**src/rtl/imem_arbiter.sv**
```systemverilog
// -----------------------------------------------------------------------------
// imem_arbiter
//
// Shares a single-port instruction memory between the fetch stage (read-only)
// and a debug/program-loader port (read/write). One memory transaction is in
// flight at a time. Debug has priority, and a starvation guard forces fetch
// to win after STARVE_LIMIT consecutive lost arbitrations. A fetch response
// can be discarded after a branch redirect via flush_i.
//
// Transaction flow: IDLE (arbitrate, latch m_* registers) -> REQ (m_req_o
// held until m_gnt_i, owner gnt pulses) -> WAIT (owner rvalid pulses on
// m_rvalid_i) -> IDLE.
//
// Ports:
//   clk, rst_n                 clock, asynchronous active-low reset
//   f_req_i, f_addr_i          fetch read request and address
//   f_gnt_o                    fetch request accepted (1-cycle pulse)
//   f_rvalid_o, f_rdata_o      fetch read response
//   flush_i                    drop the response of the in-flight fetch
//   d_req_i, d_we_i,
//   d_addr_i, d_wdata_i        debug request, write enable, address, data
//   d_gnt_o                    debug request accepted (1-cycle pulse)
//   d_rvalid_o, d_rdata_o      debug response (read data or write ack)
//   m_req_o, m_we_o,
//   m_addr_o, m_wdata_o        registered memory request
//   m_gnt_i                    memory accepted the request
//   m_rvalid_i, m_rdata_i      memory response
//
// Optional feature (macro IMEM_ARB_PERF_CNT_EN):
//   perf_f_stall_o [31:0]      cycles with f_req_i=1 and f_gnt_o=0
//   perf_d_xact_o  [31:0]      number of d_gnt_o pulses
//   Both reset to 0 and wrap. Without the macro these ports do not exist.
// -----------------------------------------------------------------------------

`ifndef DATA_WIDTH
`define DATA_WIDTH 32
`endif
`ifndef INSTR_WIDTH
`define INSTR_WIDTH 32
`endif

module imem_arbiter #(
    parameter int STARVE_LIMIT = 8,
    parameter int ADDR_W       = `DATA_WIDTH,
    parameter int DATA_W       = `INSTR_WIDTH
) (
    input  logic              clk,
    input  logic              rst_n,
    // fetch port
    input  logic              f_req_i,
    input  logic [ADDR_W-1:0] f_addr_i,
    output logic              f_gnt_o,
    output logic              f_rvalid_o,
    output logic [DATA_W-1:0] f_rdata_o,
    input  logic              flush_i,
    // debug port
    input  logic              d_req_i,
    input  logic              d_we_i,
    input  logic [ADDR_W-1:0] d_addr_i,
    input  logic [DATA_W-1:0] d_wdata_i,
    output logic              d_gnt_o,
    output logic              d_rvalid_o,
    output logic [DATA_W-1:0] d_rdata_o,
    // memory port
    output logic              m_req_o,
    output logic              m_we_o,
    output logic [ADDR_W-1:0] m_addr_o,
    output logic [DATA_W-1:0] m_wdata_o,
    input  logic              m_gnt_i,
    input  logic              m_rvalid_i,
    input  logic [DATA_W-1:0] m_rdata_i
`ifdef IMEM_ARB_PERF_CNT_EN
    ,
    output logic [31:0]       perf_f_stall_o,
    output logic [31:0]       perf_d_xact_o
`endif
);

    typedef enum logic [1:0] {
        IDLE = 2'd0,
        REQ  = 2'd1,
        WAIT = 2'd2
    } state_e;

    typedef enum logic {
        OWNER_F = 1'b0,
        OWNER_D = 1'b1
    } owner_e;

    // A zero limit disables the guard; the counter then stays at 0.
    localparam int              CNT_W    = (STARVE_LIMIT > 0) ? $clog2(STARVE_LIMIT + 1) : 1;
    localparam logic [CNT_W-1:0] LIMIT_C = CNT_W'(STARVE_LIMIT);
    localparam bit              GUARD_EN = (STARVE_LIMIT != 0);

    state_e            state_q;
    owner_e            owner_q;
    logic              drop_q;
    logic [CNT_W-1:0]  starve_q;
    logic [CNT_W-1:0]  starve_d;
    logic              m_req_q;
    logic              m_we_q;
    logic [ADDR_W-1:0] m_addr_q;
    logic [DATA_W-1:0] m_wdata_q;

    logic force_f;
    logic pick_d;
    logic pick_f;
    logic owner_is_f;

    // Arbitration: debug wins unless fetch has lost STARVE_LIMIT times in a row.
    assign force_f    = GUARD_EN && (starve_q == LIMIT_C) && f_req_i;
    assign pick_d     = d_req_i && !force_f;
    assign pick_f     = f_req_i && !pick_d;
    assign owner_is_f = (owner_q == OWNER_F);

    // Saturating count of arbitrations that fetch lost to debug.
    always_comb begin
        starve_d = starve_q;
        if (pick_f) begin
            starve_d = '0;
        end else if (pick_d && f_req_i && (starve_q != LIMIT_C)) begin
            starve_d = starve_q + CNT_W'(1);
        end
    end

    // NOTE: sequential state is updated with non-blocking assignments so every
    // register samples the pre-edge values, independent of statement order.
    always_ff @(posedge clk or negedge rst_n) begin
        if (!rst_n) begin
            state_q   <= IDLE;
            owner_q   <= OWNER_F;
            drop_q    <= 1'b0;
            starve_q  <= '0;
            m_req_q   <= 1'b0;
            m_we_q    <= 1'b0;
            m_addr_q  <= '0;
            m_wdata_q <= '0;
        end else begin
            case (state_q)
                IDLE: begin
                    // m_rvalid_i is deliberately ignored here: a late response
                    // from an aborted transaction must not leak out.
                    if (pick_d || pick_f) begin
                        state_q   <= REQ;
                        m_req_q   <= 1'b1;
                        owner_q   <= pick_d ? OWNER_D : OWNER_F;
                        m_addr_q  <= pick_d ? d_addr_i : f_addr_i;
                        m_we_q    <= pick_d && d_we_i;
                        m_wdata_q <= pick_d ? d_wdata_i : '0;
                        starve_q  <= starve_d;
                    end
                end
                REQ: begin
                    if (flush_i && owner_is_f) begin
                        drop_q <= 1'b1;
                    end
                    if (m_gnt_i) begin
                        state_q <= WAIT;
                        m_req_q <= 1'b0;
                    end
                end
                WAIT: begin
                    if (m_rvalid_i) begin
                        state_q <= IDLE;
                        drop_q  <= 1'b0;
                    end else if (flush_i && owner_is_f) begin
                        drop_q <= 1'b1;
                    end
                end
                default: begin
                    state_q <= IDLE;
                    m_req_q <= 1'b0;
                    drop_q  <= 1'b0;
                end
            endcase
        end
    end

    assign m_req_o   = m_req_q;
    assign m_we_o    = m_we_q;
    assign m_addr_o  = m_addr_q;
    assign m_wdata_o = m_wdata_q;

    // Grants and responses are combinational so the owner sees them in the
    // same cycle as the memory handshake.
    assign f_gnt_o = (state_q == REQ) && m_gnt_i && owner_is_f;
    assign d_gnt_o = (state_q == REQ) && m_gnt_i && !owner_is_f;

    // A flush arriving together with the response suppresses it as well.
    assign f_rvalid_o = (state_q == WAIT) && m_rvalid_i && owner_is_f && !drop_q && !flush_i;
    assign d_rvalid_o = (state_q == WAIT) && m_rvalid_i && !owner_is_f;

    // Read data is forced to 0 when not valid so idle outputs are deterministic.
    assign f_rdata_o = f_rvalid_o ? m_rdata_i : '0;
    assign d_rdata_o = d_rvalid_o ? m_rdata_i : '0;

`ifdef IMEM_ARB_PERF_CNT_EN
    logic [31:0] perf_f_stall_q;
    logic [31:0] perf_d_xact_q;

    always_ff @(posedge clk or negedge rst_n) begin
        if (!rst_n) begin
            perf_f_stall_q <= '0;
            perf_d_xact_q  <= '0;
        end else begin
            if (f_req_i && !f_gnt_o) begin
                perf_f_stall_q <= perf_f_stall_q + 32'd1;
            end
            if (d_gnt_o) begin
                perf_d_xact_q <= perf_d_xact_q + 32'd1;
            end
        end
    end

    assign perf_f_stall_o = perf_f_stall_q;
    assign perf_d_xact_o  = perf_d_xact_q;
`endif

endmodule

```
**config.mk**
```make
export PLATFORM = sky130hd
export DESIGN_NAME = imem_arbiter
export DESIGN_NICKNAME = d
export VERILOG_FILES = /design/src/rtl/imem_arbiter.sv
export SDC_FILE = /design/constraint.sdc
export NUM_CORES = 1
export LEC_CHECK = 0
export CORE_MARGIN = 5
export CORE_UTILIZATION = 36
export CTS_BUF_LIST = sky130_fd_sc_hd__clkbuf_16
export CTS_CLUSTER_DIAMETER = 120
export DETAILED_ROUTE_END_ITERATION = 8
export PLACE_DENSITY = 0.82
export SYNTH_ARGS = -nofsm -noshare
export SYNTH_HDL_FRONTEND = slang
export SYNTH_SLANG_ARGS = --single-unit
```
**constraint.sdc**
```tcl
create_clock -name clk -period 2.2 [get_ports clk]
set_clock_uncertainty 0.15 [all_clocks]
set_input_delay 0.55 -clock clk [delete_from_list [all_inputs] [get_ports clk]]
set_output_delay 0.55 -clock clk [all_outputs]
set_load 0.05 [all_outputs]
```
* Word-level counts from Yosys, hierarchy flattened
Index checks and enable logic that the tools add are counted.
Operators by class: bitwise gates (word level) 2, equality and inequality tests 7, reduce and logical (&&, ||, !) cells 26, mux-type cells 17, add/subtract/negate cells 1
Operators with widths (count):
- $mux 32 | 4
- $logic_and 1x1->1 | 15
- $reduce_and 3->1 | 3
- $mux 4 | 2
- $mux 2 | 3
- $ne 2x2->1 const B | 3
- $pmux 1 s3 | 2
- $pmux 2 s3 | 1
- $mux 1 | 5
- $add 4x1->4 const B | 1
- $eq 4x4->1 const B | 1
- $logic_not 1->1 | 4
- $ne 4x4->1 const B | 1
- $eq 2x1->1 const B | 1
- $eq 2x2->1 const B | 1
- $logic_not 2->1 | 1
- $not 1->1 | 2
- $reduce_and 2->1 | 1
- $reduce_bool 2->1 | 1
- $logic_or 1x1->1 | 1
Word-level totals: output and inout port bits 134, register bits after elaboration 74, bits of input ports 136, logic and storage cells 61

* Longest topological paths before layout
depth in word-level cells 9, depth in mapped cells 8, depth with buffers taken out 5

* Least setup slack after synthesis
Ideal clock, no wire load.
path kind reg2out, start register state_q[0], end output port d_rdata_o[16], arrival 1.994 ns, slack -0.494 ns, required time 1.500 ns, stages on the path, launching flop included 6, buffers on the path 1, cells stage by stage dfrtp_1 -> inv_1 -> ha_1 -> and3_1 -> clkbuf_1 -> and2_1
Between the ends: word-level cells in the longest chain between the ends 4
RTL lines:
- start: declaration | RTL line 95 | state_e state_q;
- start signal: assignment | RTL line 130 | state_q <= IDLE;
- start signal: assignment | RTL line 144 | state_q <= REQ;
- start signal: assignment | RTL line 158 | state_q <= WAIT;
- $eq 2x2->1 | RTL line 191 | assign d_rvalid_o = (state_q == WAIT) && m_rvalid_i && !owner_is_f;
- $logic_and 1x1->1 (2 in series) | RTL line 191
- net d_rvalid_o | RTL line 62 | output logic d_rvalid_o,
- $mux 32 | RTL line 195 | assign d_rdata_o = d_rvalid_o ? m_rdata_i : '0;
- end: declaration | RTL line 63 | output logic [DATA_W-1:0] d_rdata_o,
The timed path passes the listed nets, and every way through them passes these cells.

* Final worst setup path
start register state_q[0], end output port f_rdata_o[12]
Between the ends: word-level cells in the longest chain between the ends 6
RTL lines:
- $eq 2x2->1 | RTL line 190 | assign f_rvalid_o = (state_q == WAIT) && m_rvalid_i && owner_is_f && !drop_q && !flush_i;
- $logic_and 1x1->1 (4 in series) | RTL line 190
- $mux 32 | RTL line 194 | assign f_rdata_o = f_rvalid_o ? m_rdata_i : '0;
- end: declaration | RTL line 54 | output logic [DATA_W-1:0] f_rdata_o,
No other way between the ends.

==> run metrics <==
final-report setup violation count ~70; #FFs+latches synth 74; fmax 388.4 MHz; Static Leak 3.672 nW; Reg power frac between 20% and 30%; initial antenna violation count 2; P per Cell Area ~1300 nW/um^2; Vias 4246; library cells used by synthesis 33; max_slew headroom 62.96%; worst setup margin -375.0 ps; Die ar. 13160 sq um; critical path fanouts, max 9; placed cell count 781; clk buf depth 2; DRT iter0 DRCs 165; Mapped Avg Cell Area 10.20 sq um; min cycle time layout between 2000 and 3000 ps; layout cells sized above 1 42.86%; # port buffers between 200 and 300; largest net degree at the start of global routing 42; Layout Nets slightly above 800; Final Wtd Congestion 0.8452; Starting Density 36.59%; endpoints failing hold 0; slew at the pin closest to its max-slew limit ~560 ps; kind of critical path flip-flop to primary output; Die Height 114.7 um; failing checks negative setup slack; max-capacitance violation count 0; Power, Total about 11 mW; period utilisation layout 117.0%; Die W between 100 and 150 um; switching pwr 5.239 mW; drt total wl ~16 mm; peak supply drop 0.0008940 V; sequential fraction of the synthesis area 46.89%; Num CTS Buffers 9; CTS tree done; Critical Path Sink Type primary output; area growth from synthesis to layout 105.4%; Worst Setup Start Kind flip-flop; pins over their slew limit 0; setup repair after global routing missed its margin true; required time of the worst setup path around 1500 ps; clock share of power ~14%; mapped cell area 3949 sq um; grt ovf 0; Ports 270; cell internal pwr 5.392 mW; DRC violations left 0; Avg WL per Cell 20.07 um; Sw Share 49.28%; post-route ant nets 0; Hold Crit Class primary input to asynchronous set/reset pin; yosys warns 0; number of core rows 38; Gate power share 63.2%; post-synthesis net count 529; hpwl dp 12.02 mm; gr usage total 23.78%; run status finished, violations left; cell count after synthesis 387; crit path DAT between 1500 and 2000 ps; Via density 5.216; Core Box Area between 10000 and 15000 sq um; clock sink count 74; first-pass GRT wire length 24.42 mm; Clk Latency, worst-skew pair 330 ps; vias in the first global route 4564; Core Util, Final 75.13%; first-pass detailed-route iteration total 4; H-tree Lvls 3; clk slew on worst S/H paths about 60 ps; non-filler cells, final 814; hold_buf cts 0; Root Buffer clkbuf_16
## flip-flops by register name, summed over array words and instances (netlist names)
| register | cells |
|---|---|
| m_we_o | 1 |
| m_wdata_o | 32 |
| state_q | 2 |
| m_addr_o | 32 |
| m_req_o | 1 |
| owner_q | 1 |
| drop_q | 1 |
| starve_q | 4 |
## power by group through the flow
| stage | Sequential [mW] | Clock [mW] | Combinational, mW |
|---|---|---|---|
| 6_report | 2.48 | 1.44 | 6.72 |
| 5_1_grt | 2.55 | 1.52 | 7.05 |
| 4_1_cts | 2.47 | 1.47 | 6.70 |
| 3_5_place_dp | 2.47 | 0 | 6.51 |
| 3_3_place_gp | 2.45 | 0 | 6.36 |
| 2_1_floorplan | 4.51 | 0 | 2.14 |
## layout by cell type, fill, tap and decap left out, types with 2 or more instances in the layout
cell type / synthesis / final
a22o_1: 33 / 33
and2_4: 0 / 64
and3_1: 3 / 2
buf_12: 0 / 75
buf_16: 0 / 3
buf_4: 2 / 85
buf_6: 7 / 3
buf_8: 0 / 3
clkbuf_16: 0 / 10
clkdlybuf4s50_1: 0 / 132
clkinv_1: 0 / 2
dfrtp_1: 74 / 74
diode_2: 0 / 2
dlygate4sd2_1: 0 / 2
dlymetal6s2s_1: 0 / 2
ha_1: 6 / 3
ha_2: 0 / 2
inv_1: 4 / 3
nand2_1: 71 / 70
nand3_1: 2 / 2
nand4_1: 33 / 33
nor2_1: 2 / 2
nor2b_1: 3 / 3
nor3_1: 2 / 2
o211ai_1: 2 / 2
o211ai_2: 30 / 30
o21a_1: 2 / 2
o21ai_0: 4 / 4
o32a_1: 2 / 2
## worst paths after layout
check,from,end,slack [ps],depth (start not counted)
max,state_q[0],f_rdata_o[12],-370,8
max reg2reg,state_q[1],starve_q[2],120,8
min,rst_n,m_wdata_o[23],50,1
min reg2reg,m_addr_o[26],m_addr_o[26],340,2
min in group clk,m_addr_o[26],m_addr_o[26],340,2
max in group asynchronous,rst_n,m_wdata_o[16],1260,2
## cell type report
| type | count | area, sq um |
|---|---|---|
| Timing Repair Buffer | 306 | 3690 |
| Fill cell | 694 | 2684 |
| Multi-Input combinational cell | 272 | 2079 |
| Sequential cell | 74 | 1852 |
| Clock buffer | 9 | 225.2 |
| Tap cell | 140 | 175.2 |
| Clock inverter | 7 | 67.56 |
| Inverter | 4 | 15.01 |
| Antenna cell | 2 | 5.005 |
## critical path, stage by stage, from the launching register on
cell and delay (ps):
dfrtp_1 380, inv_2 90, ha_4 140, nand2_4 50
nor4_4 250, buf_4 210, buf_12 140, and2_4 160
buf_12 130
## logic make-up after synthesis
kind of cell | synth area share [%]
simple gates | 25.41
buf+inv | 5.703
compound gates | 19.55
mux | 0.5386
fa+ha+maj | 1.901
flops | 46.89
## Yosys cell counts
library cell	number	area share (%)
o21a_1	2	0.38
nand4_1	33	5.2
nand3_1	2	0.25
ha_1	6	1.9
nor4_2	1	0.32
nor2_1	2	0.19
o211ai_1	2	0.38
inv_1	4	0.38
buf_2	9	1.1
o21ai_1	1	0.13
a22o_1	33	7.3
buf_4	2	0.38
nand2_1	71	6.7
nor2b_1	3	0.48
nor3_1	2	0.25
nand2b_1	1	0.16
a211oi_1	1	0.19
o21ai_2	1	0.22
clkbuf_1	19	1.8
mux2i_1	1	0.25
dfrtp_1	74	47
and3b_1	1	0.22
mux2_1	1	0.29
o22a_1	1	0.22
buf_6	7	2.0
nand4b_4	1	0.60
nor3b_1	1	0.19
o21ai_0	4	0.51
o211ai_2	30	9.5
and3_1	3	0.48
a21o_1	1	0.19
and2_1	65	10
o32a_1	2	0.51
## timing repair
action	in CTS	in global routing
endpoints found under the hold margin	0	0
gates resized for setup	60	20
endpoints found under the setup margin	66	71
setup buffers	5	6
pin swaps	6	19
cloned	5	1
## metal layers
layer,track usage (%),wire (um),vias to the layer above
met5,0,0,-
met4,8.920,480,0
met3,5.421,1073,32
met2,45.48,8986,185
met1,25.25,5796,2091
li1,-,-,1938
## per-stage QoR
step | cell area, sq um | hold slack (ps) | setup WS, ps | setup TNS, ps
after global placement | 7491 | 322.3 | -358.4 | -21650
after detailed placement | 7491 | 322.3 | -363.5 | -21800
after CTS | 8063 | 65.82 | -320.3 | -18840
after floorplan | 4051 | 104.4 | -34.10 | -682.1
after global routing | 8109 | 86.96 | -456.3 | -25380
final | 8109 | 52.42 | -375.0 | -20380
Power figures use the tool's default switching activity.
